===== src/rtl/mem_read_arbiter.sv =====
// mem_read_arbiter: round-robin sharing of one DDR read-request port between
// the GP command fetch (requester 0) and the frame/pixel fetch (requester 1).
// Issue order is recorded in a small tag queue so each returning read-data
// beat can be steered back to the requester that asked for it. Return data is
// in order, so a stalled consumer at the head stalls the whole return path.
module mem_read_arbiter #(
    parameter int ADDR_W    = 31,
    parameter int BURST_LEN = 2,
    parameter int TAG_DEPTH = 4
) (
    input  logic                         clk,
    input  logic                         rst,
    input  logic                         req0_valid,
    input  logic [ADDR_W-1:0]            req0_addr,
    output logic                         req0_ready,
    input  logic                         req1_valid,
    input  logic [ADDR_W-1:0]            req1_addr,
    output logic                         req1_ready,
    input  logic                         af_full,
    output logic                         af_wr_en,
    output logic [ADDR_W-1:0]            af_addr_din,
    output logic [2:0]                   af_cmd_din,
    input  logic                         rdf_valid,
    input  logic [127:0]                 rdf_dout,
    output logic                         rdf_rd_en,
    output logic [127:0]                 rd_data,
    output logic                         rd0_valid,
    output logic                         rd1_valid,
    input  logic                         rd0_ready,
    input  logic                         rd1_ready,
    output logic [$clog2(TAG_DEPTH):0]   outstanding,
    output logic                         proto_err
);

    localparam int PTR_W  = $clog2(TAG_DEPTH);
    localparam int CNT_W  = PTR_W + 1;
    localparam int BEAT_W = (BURST_LEN > 1) ? $clog2(BURST_LEN) : 1;

    // Registered state
    logic                 last_grant_reg;
    logic [PTR_W-1:0]     wr_ptr_reg;
    logic [PTR_W-1:0]     rd_ptr_reg;
    logic [CNT_W-1:0]     count_reg;
    logic [BEAT_W-1:0]    beat_cnt_reg;
    logic                 proto_err_reg;
    logic                 tag_mem [TAG_DEPTH];

    // Combinational decode
    logic [1:0] req_valid;
    logic [1:0] req_ready;
    logic [1:0] rd_valid;
    logic       grant;
    logic       can_issue;
    logic       push;
    logic       pop;
    logic       head;
    logic       queue_empty;
    logic       rd_en;
    logic       beat_last;

    assign req_valid   = {req1_valid, req0_valid};
    assign queue_empty = (count_reg == '0);

    // Issue is gated on the registered count, so a full queue blocks issue
    // even when a tag is being retired on the same edge.
    assign can_issue = ~rst & ~af_full & (count_reg != CNT_W'(TAG_DEPTH));

    // Lone requester wins; on a tie the one that did not win last time wins.
    assign grant = (req0_valid & req1_valid) ? ~last_grant_reg : req1_valid;

    // Tag at the read pointer names the owner of the next returning beat.
    assign head = tag_mem[rd_ptr_reg];

    generate
        for (genvar gi = 0; gi < 2; gi++) begin : g_port
            assign req_ready[gi] = can_issue & (grant == 1'(gi)) & req_valid[gi];
            assign rd_valid[gi]  = ~rst & rdf_valid & ~queue_empty & (head == 1'(gi));
        end
    endgenerate

    assign push = |req_ready;

    assign rd_en     = ~rst & rdf_valid & ~queue_empty & (head ? rd1_ready : rd0_ready);
    assign beat_last = (beat_cnt_reg == BEAT_W'(BURST_LEN - 1));
    assign pop       = rd_en & beat_last;

    assign req0_ready  = req_ready[0];
    assign req1_ready  = req_ready[1];
    assign af_wr_en    = push;
    // Idle address falls back to requester 0 so the bus never floats around.
    assign af_addr_din = (push & grant) ? req1_addr : req0_addr;
    assign af_cmd_din  = 3'b001;

    assign rd_data     = rdf_dout;
    assign rd0_valid   = rd_valid[0];
    assign rd1_valid   = rd_valid[1];
    assign rdf_rd_en   = rd_en;
    assign outstanding = count_reg;
    assign proto_err   = proto_err_reg;

    // Tag storage: record the winner's ID at the write pointer on every issue.
    always_ff @(posedge clk) begin
        if (push) begin
            tag_mem[wr_ptr_reg] <= grant;
        end
    end

    // Arbiter, queue pointers, beat counter and sticky error flag.
    always_ff @(posedge clk or posedge rst) begin
        if (rst) begin
            last_grant_reg <= 1'b1;
            wr_ptr_reg     <= '0;
            rd_ptr_reg     <= '0;
            count_reg      <= '0;
            beat_cnt_reg   <= '0;
            proto_err_reg  <= 1'b0;
        end else begin
            if (push) begin
                last_grant_reg <= grant;
                wr_ptr_reg     <= wr_ptr_reg + PTR_W'(1);
            end
            if (pop) begin
                rd_ptr_reg <= rd_ptr_reg + PTR_W'(1);
            end
            count_reg <= count_reg + CNT_W'(push) - CNT_W'(pop);
            if (rd_en) begin
                beat_cnt_reg <= beat_last ? '0 : beat_cnt_reg + BEAT_W'(1);
            end
            if (rdf_valid & queue_empty) begin
                proto_err_reg <= 1'b1;
            end
        end
    end

endmodule


===== config.mk =====
export PLATFORM = sky130hd
export DESIGN_NAME = mem_read_arbiter
export DESIGN_NICKNAME = d
export VERILOG_FILES = /design/src/rtl/mem_read_arbiter.sv
export SDC_FILE = /design/constraint.sdc
export NUM_CORES = 1
export LEC_CHECK = 0
export BUFFER_PORTS_ARGS = -buffer_cell sky130_fd_sc_hd__buf_4
export CAP_MARGIN = 20
export CORE_AREA = 5 5 142 144
export CTS_CLUSTER_SIZE = 12
export DETAILED_ROUTE_END_ITERATION = 12
export DIE_AREA = 0 0 147 149
export PLACE_DENSITY = 0.53
export SETUP_SLACK_MARGIN = 0.5
export SLEW_MARGIN = 20
export SYNTH_ARGS = -nofsm -noshare
export SYNTH_HDL_FRONTEND = slang
export SYNTH_SLANG_ARGS = --single-unit

===== constraint.sdc =====
create_clock -name clk -period 2.5 [get_ports clk]
set_input_delay 0.125 -clock clk [delete_from_list [all_inputs] [get_ports clk]]
set_output_delay 0.125 -clock clk [all_outputs]
set_load 0.02 [all_outputs]

Yosys cells after proc, flatten, opt, wreduce, memory -nomap -nowiden
Memories as Yosys holds them, arrays and structs flattened. Index checks and enable logic that the tools add are counted.

Multiplexer cells: 6. Eq/ne operators: 1. Reduce and logical (&&, ||, !) cells: 2. $add $sub $neg: 5. Bitwise operators: 21.

Operators with widths (number): $mux W31 (1); $and A1 B1 Y1 (15); $not A1 Y1 (6); $mux W1 (5); $add A2 B1 Y2 const B (2); $add A3 B1 Y3 (1); $logic_not A3 Y1 (1); $ne A3 B3 Y1 const B (1); $sub A3 B1 Y3 (1); $reduce_or A2 Y1 (1); $add A1 B1 Y1 const B (1).

Output and inout port bits: 172. Memory bits (writable): 4. Memories kept: 1. Bits in registers: 10. Logic and storage cells: 42. Bits of input ports: 198.

Memories: tag_mem (words 4, width 1, rd ports 1, clocked after memory_dff 0, wr ports 1, line 46) `logic tag_mem [TAG_DEPTH];`.

Depth between registers and ports, before layout
Gate-level depths: netlist of run 1.

Depth in word-level cells: 8. Depth in mapped cells: 10. Depth with buffers taken out: 10.

Worst setup path after synthesis of run 1
No wires, ideal clock.

Path kind: reg2reg. Start point: register rd_ptr_reg[0]. End point: register count_reg[2], in the netlist outstanding[2]. Slack: 0.032 ns. Clock period less this slack: 2.468 ns. Library setup time: 0.133 ns. Buffers on the path: 0. Arrival time: 2.335 ns. Required time: 2.367 ns. Stages on the path, launching flop included: 11. Path through: dfrtp_1 -> mux4_2 -> mux2i_1 -> nor2_1 -> ha_1 -> inv_1 -> ha_1 -> inv_1 -> fa_1 -> xnor2_1 -> xnor2_1.

Word-level cells in the longest chain between the ends: 5.

Ends and longest elaborated chain: from (decl) (line 42) `logic [PTR_W-1:0] rd_ptr_reg;`; from (signal assigned) (line 123) `rd_ptr_reg <= rd_ptr_reg + PTR_W'(1);`; $mem_v2 Z4 W1; $mux W1 (line 83) `assign rd_en = ~rst & rdf_valid & ~queue_empty & (head ? rd1_ready : rd0_ready);`; $and A1 B1 Y1 (line 83); $and A1 B1 Y1 (line 85) `assign pop = rd_en & beat_last;`; net pop (line 55) `logic pop;`; $sub A3 B1 Y3 (line 125) `count_reg <= count_reg + CNT_W'(push) - CNT_W'(pop);`; to (signal assigned) (line 125); to (decl) (line 43) `logic [CNT_W-1:0] count_reg;`.

The timed path passes the listed nets, and every way through them passes these cells. A chain may end at the register's enable or synchronous reset.

Worst setup path in the final report of run 1
Same ends and word-level chain as after synthesis.

==> results.md, run 1 <==
- First-pass GRT wire length: ~9600 µm
- Routed via count: 1,405
- Fin Setup TNS: 0 ps
- Crit path launch type: flip-flop
- Status: completed
- Max Clk Rate: ~0.41 GHz
- H-Tree Level Count: 1
- CP Buf/Inv Count: 2
- Die Span Y: 149 µm
- First DRT Iteration DRCs: 39
- Hold Violations, Final: 0
- Area after DPL: between 2000 and 2500 µm²
- Most used cell, CP: inv_2
- Final worst slack: roughly 44 ps
- Clock transition at path regs: 50 ps
- Hold Crit Class: in -> reg
- Largest net degree at the start of global routing: 17
- WP data arrival: around 2600 ps
- Total GRT Usage: 5.77%
- Die Span X: 147 µm
- CP Cell Sequence: mux4_2, mux2i_2, nor2_2, ha_1, inv_2, ha_4, inv_2, fa_2, xnor2_2, xnor2_1
- Slowest stage delay, CP: 540 ps
- Worst setup EP type: flip-flop
- TritonCTS Buffers: 3
- Number of flip-flops under the largest register name: 4
- Max Slew Vio Count: 0
- Mapped Area: ~2200 µm²
- Proportion of netlist area held by the largest area contributor: between 40% and 50%
- # rows: 50
- WL/cell: approximately 16 µm
- Initial core utilization: between 10% and 20%
- CP max stage cell: mux4_2
- Leak pwr: between 1 and 1.5 nW
- DR DRC count: 0
- Ant. Diodes: 0
- CP top delay family: multiplexers
- Post-synthesis sequential area ratio: 16.7%
- P per Cell Area: between 600 and 700 nW/µm²
- Layout cells sized above 1: about four fifths
- Synth area leader: buf_4
- Crit Path Max Fanout: 2
- Detail Placement HPWL: just under 6000 µm
- # clock sinks: 14
- Port bufs: 110
- Design Power: approximately 0.0017 W
- Final #Nets: roughly 430
- Ports: 370
- Post-Layout Inst Area: about 2800 µm²
- Die area: between 20,000 and 25,000 µm²
- Final setup fails: 0
- Initial antenna violation count: 0
- CORE AREA: between 15,000 and 20,000 µm²
- Most flop-heavy register: tag_mem
- Max Cap Viol: 0
- Number of global-route vias before repair: about 1,500
- Maximum vdd drop: roughly 260 µV
- Drt total wl: between 7000 and 8000 µm
- RSZ-0062 raised after global routing: yes
- DR vias/cell: around 3.0
- Final clock skew: around 0.93 ps
- FF+latch count, synth: 14
- Min Tclk post-route: between 2000 and 2500 ps
- Pre-CTS setup slack: -71.8 ps
- DRT Pass-1 Iters: 4
- Synth top area cells: buf_4 44%, mux2_4 20%, dfrtp_1 10%
- Fin Hold WS: between 100 and 150 ps
- Synthesis-to-layout area growth: 26.7%
- Synth warnings: 0
- Antenna Violating Nets Remaining: 0
- Synthesized instance count: between 200 and 250
- Clk_lat worst skew: roughly 240 ps
- CTS tree: done
- Grt total ovfl: 0
- GPL Wtd Cong: around 0.71
- Critical path required time: about 2600 ps
- WS Path Type: reg -> reg
- Root Driver: clkbuf_16
- Distinct cell type count after synthesis: 29
- Final period util: a little over nine tenths
- Max Root-Sink Buffers: 2
- Syn_area_per_cell: between 9 and 10 µm²
-- timing repair --
item,CTS,global route
pin swaps,1,3
setup endpoints to repair,35,34
gates cloned,2,1
setup buffers,6,4
hold endpoints to repair,9,0
gates resized for setup,9,50
hold buffers,1,0
-- synthesized netlist by cell type --
| library cell | count |
|---|---|
| or3_1 | 1 |
| nand2_1 | 2 |
| edfxtp_1 | 4 |
| buf_4 | 131 |
| conb_1 | 2 |
| mux2_4 | 29 |
| o21a_1 | 1 |
| mux2_2 | 3 |
| a22o_1 | 1 |
| mux2i_1 | 1 |
| nor3b_1 | 1 |
| a211oi_2 | 1 |
| a21boi_0 | 1 |
| and2_1 | 4 |
| and3_2 | 1 |
| nor2_1 | 5 |
| buf_6 | 3 |
| dfstp_2 | 1 |
| xor2_1 | 3 |
| o21bai_1 | 1 |
| dfrtp_1 | 9 |
| inv_1 | 9 |
| mux4_2 | 1 |
| xnor2_1 | 3 |
| fa_1 | 1 |
| nand3_1 | 1 |
| nand2_2 | 1 |
| ha_1 | 6 |
| nor2b_1 | 2 |
-- worst register-to-register path: stages (launching register included) --
cell,delay [ps]
dfrtp_1,360
mux4_2,540
mux2i_2,260
nor2_2,70
ha_1,280
inv_2,60
ha_4,120
inv_2,30
fa_2,350
xnor2_2,150
xnor2_1,120
-- where the power goes --
group | switching [W] | internal [W] | total (W)
Combinational | 0.000429 | 0.000554 | 0.000983
Sequential | 0.0000772 | 0.000334 | 0.000412
Clock | 0.0000914 | 0.000215 | 0.000307
-- final timing paths --
check | slack [ps] | depth (start not counted) | endpoint | startpoint
setup reg to reg | 40 | 10 | outstanding[2] | rd_ptr_reg[0]
min in group asynchronous | 480 | 3 | outstanding[2] | rst
hold reg to reg | 490 | 1 | proto_err | proto_err
hold / removal | 140 | 3 | proto_err | rdf_valid
max in group asynchronous | 1690 | 3 | last_grant_reg | rst
setup / recovery | 40 | 10 | outstanding[2] | rd_ptr_reg[0]
-- layout make-up --
class / instances / area [µm²]
fillers: 2063 / 15800
repair buffers: 127 / 1170
multi-input cells: 73 / 856
flip-flops and latches: 14 / 373
well taps: 234 / 293
clock buffers: 4 / 78.8
inverters: 9 / 38.8
-- kinds of logic after synthesis --
kind of cell,Yosys count,synth area share [%]
compound gates,5,1.97
buf+inv,143,47.4
other cells,2,0.338
xor+xnor,6,2.37
fa+ha+maj,7,4.28
simple gates,18,4.34
mux,34,22.6
flops,14,16.7
-- layer usage --
| metal | part of all wire (%) | vias up | GRT usage [%] | wire length [µm] |
|---|---|---|---|---|
| li1 | - | 592 | - | - |
| met1 | 37 | 659 | 6.22 | 2670 |
| met2 | 49 | 122 | 9.77 | 3580 |
| met3 | 11 | 32 | 2.92 | 818 |
| met4 | 2.6 | 0 | 2.10 | 187 |
| met5 | 0 | - | 0 | 0 |
-- through the flow --
step / util, % / instances
2_1_floorplan: - / 230
3_3_place_gp: 12.7 / 443
3_5_place_dp: 12.7 / 443
4_1_cts: 13.9 / 456
5_1_grt: 15.1 / 461
6_report: 15.1 / 461
-- placed cells by master, fill, tap and decap left out, types with 2 or more instances in the layout --
| cell | instances |
|---|---|
| xor2_1 | 3 |
| xnor2_1 | 2 |
| buf_4 | 86 |
| conb_1 | 3 |
| buf_6 | 34 |
| nor2_2 | 2 |
| inv_2 | 3 |
| ha_1 | 5 |
| nor2_1 | 2 |
| mux2_2 | 3 |
| clkbuf_16 | 4 |
| inv_1 | 5 |
| and2_1 | 4 |
| buf_12 | 2 |
| buf_16 | 2 |
| nor2b_1 | 2 |
| nand2_1 | 2 |
| dfrtp_1 | 8 |
| edfxtp_1 | 4 |
| mux2_4 | 29 |
(Power assumes the default switching activity.)
==> run 2: changes to the inputs <==
CELL_PAD_IN_SITES_DETAIL_PLACEMENT = 1   (was unset)
CELL_PAD_IN_SITES_GLOBAL_PLACEMENT = 2   (was unset)
CORE_AREA = unset   (was 5 5 142 144)
CORE_MARGIN = 5   (was unset)
CORE_UTILIZATION = 11   (was unset)
DIE_AREA = unset   (was 0 0 147 149)
PLACE_DENSITY = 0.89   (was 0.53)
SETUP_SLACK_MARGIN = unset   (was 0.5)
==> run 2 against run 1 <==
Against the previous run: worst setup slack lost 6.4 ps; sequential cell count unchanged; maximum frequency shrank 0.26%; critical endpoint unchanged.
==> results.md, run 2 (same netlist as run 1, synthesis figures left out) <==
- # clock sinks: 14 (unchanged)
- DR vias/cell: 2.79 (-8.4%)
- Ports: 370 (unchanged)
- Largest net degree at the start of global routing: 33 (+16)
- CTS tree: done
- Placed cell count: 482 (+8.8%)
- Drt total wl: 6810 µm (-6.1%)
- Min Tclk post-route: 2460 ps (+6.41 ps)
- TritonCTS Buffers: 3 (unchanged)
- Leading cell type in the layout, fill and taps excluded: buf_4
- Clk_lat worst skew: 240 ps (about the same)
- WP data arrival: 2590 ps (about the same)
- Crit path launch type: flip-flop
- # rows: 52 (+4.0%)
- GPL Wtd Cong: 0.692 (-2.5%)
- WS Path Type: reg -> reg
- Routed via count: 1,368 (-2.6%)
- Fin Setup TNS: 0 ps (unchanged)
- Antenna Violating Nets Remaining: 0 (unchanged)
- Final worst slack: 37.7 ps (-6.41 ps)
- Crit Path Max Fanout: 2 (unchanged)
- Initial core utilization: 11.1% (-0.87 points)
- Most frequent cells in the layout: 118 x buf_4, 29 x mux2_4, 9 x dfrtp_1
- Synthesis-to-layout area growth: 15.7%
- CORE AREA: 20,000 µm² (+7.9%)
- Critical path required time: 2620 ps (about the same)
- DR DRC count: 0 (unchanged)
- Grt total ovfl: 0 (unchanged)
- WL/cell: 13.9 µm (-12%)
- Port bufs: 110 (unchanged)
- Clock transition at path regs: 50 ps (about the same)
- Design Power: 0.00157 W (-7.7%)
- Die Span Y: 152 µm (+2.0%)
- Layout cells sized above 1: 75.5% (-3.4 points)
- Ant. Diodes: 0 (unchanged)
- Die area: 23,100 µm² (+5.6%)
- CP Cell Sequence: mux4_2, mux2i_2, nor2_2, ha_1, inv_2, ha_4, inv_2, fa_2, xnor2_2, xnor2_1
- Max Clk Rate: 0.406 GHz (-0.26%)
- Max Cap Viol: 0 (unchanged)
- H-Tree Level Count: 1 (unchanged)
- RSZ-0062 raised after global routing: yes
- Filler cells: 2,402 (+16%)
- Final std cells w/o fill: 490 (+6.3%)
- DRT Pass-1 Iters: 2 (-2)
- P per Cell Area: 612 nW/µm² (+1.1%)
- Pre-CTS setup slack: -6.84 ps (+64.9 ps)
- Slowest stage delay, CP: 540 ps (about the same)
- Total GRT Usage: 5.32% (-0.45 points)
- Max Slew Vio Count: 0 (unchanged)
- Hold Violations, Final: 0 (unchanged)
- Final clock skew: 0.821 ps (-0.107 ps)
- Worst slew pin tran: 725 ps
- Max Root-Sink Buffers: 2 (unchanged)
- Die Span X: 152 µm (+3.4%)
- Most flop-heavy register: tag_mem
- Final #Nets: 426 (-1.6%)
- First DRT Iteration DRCs: 15 (-62%)
- Number of flip-flops under the largest register name: 4 (unchanged)
- Root Driver: clkbuf_16
- Most used cell, CP: inv_2
- Worst setup EP type: flip-flop
- Hold Crit Class: in -> reg
- Status: completed
- First-pass GRT wire length: 9600 µm (unchanged)
- Initial antenna violation count: 0 (unchanged)
- Leak pwr: 1.26 nW (-8.4%)
- Final setup fails: 0 (unchanged)
- Maximum vdd drop: 237 µV (-8.6%)
- CP max stage cell: mux4_2
- Detail Placement HPWL: 5820 µm (-0.36%)
- Number of global-route vias before repair: 1,548 (+4.0%)
- Relative slew slack: between 50 and 60%
- Final period util: 98.5% (+0.26 points)
==> run 2: changes by cell type in the layout (fill, tap and decap cells not counted), moves of 2 or more <==
cell / previous run / this run
buf_6: 34 / 0
buf_16: 2 / 0
buf_4: 86 / 118
nor2_1: 2 / 4
inv_1: 5 / 7
==> run 2: area by class of cell <==
type / instances / area (µm²) / share of cell area (%)
Clock buffer: 3 / 75.1 / 2.92
Clock inverter: 1 / 3.75 / 0.146
Inverter: 9 / 33.8 / 1.32
Multi-Input combinational cell: 73 / 830 / 32.3
Sequential cell: 14 / 372 / 14.5
Tap cell: 270 / 338 / 13.2
Timing Repair Buffer: 120 / 916 / 35.7
==> run 2: worst max-delay path: cells and delay by family, from the launching register on <==
kind	cells	cell delay (ps)
buf+inv	2	100
simple gates	1	70
fa+ha+maj	3	750
flops	1	370
xor+xnor	2	270
mux	2	780
==> run 2: repair_timing <==
| item | 4_1_cts | 5_1_grt |
|---|---|---|
| pin swaps | 3 | 0 |
| hold endpoints to repair | 9 | 0 |
| hold buffers | 1 | 0 |
| gates resized for setup | 1 | 7 |
| setup buffers | 2 | 1 |
| setup endpoints to repair | 1 | 2 |
==> run 2: routing by layer <==
layer | global-route usage, % | wire, µm
met5 | 1.04 | 27
met3 | 4.44 | 1160
met2 | 7.90 | 3130
met4 | 2.61 | 238
met1 | 5.20 | 2260
==> run 2: final timing paths <==
path	start	endpoint	slack, ps	cells past startpoint
worst max register to register	rd_ptr_reg[0]	outstanding[2]	40	10
max in group asynchronous	rst	last_grant_reg	1710	3
worst min-delay path	rdf_valid	proto_err	150	3
worst min register to register	rd_ptr_reg[1]	rd_ptr_reg[1]	480	1
worst max-delay path	rd_ptr_reg[0]	outstanding[2]	40	10
min in group asynchronous	rst	outstanding[1]	470	3
==> run 2: per-stage QoR <==
stage               util [%]  area, µm²  hold WS [ps]
global placement        12.1       2430           159
detailed placement      12.1       2430           176
global route            12.8       2570           174
floorplan                  -       2220         -35.5
CTS                     12.6       2530           155
finish                  12.8       2570           154
==> run 2: where the power goes <==
group          leakage (nW)  internal [W]  switching, W
Sequential            0.150      0.000333     0.0000711
Combinational          1.07      0.000474      0.000394
Clock                0.0385      0.000211     0.0000876
Total                  1.26       0.00102      0.000553
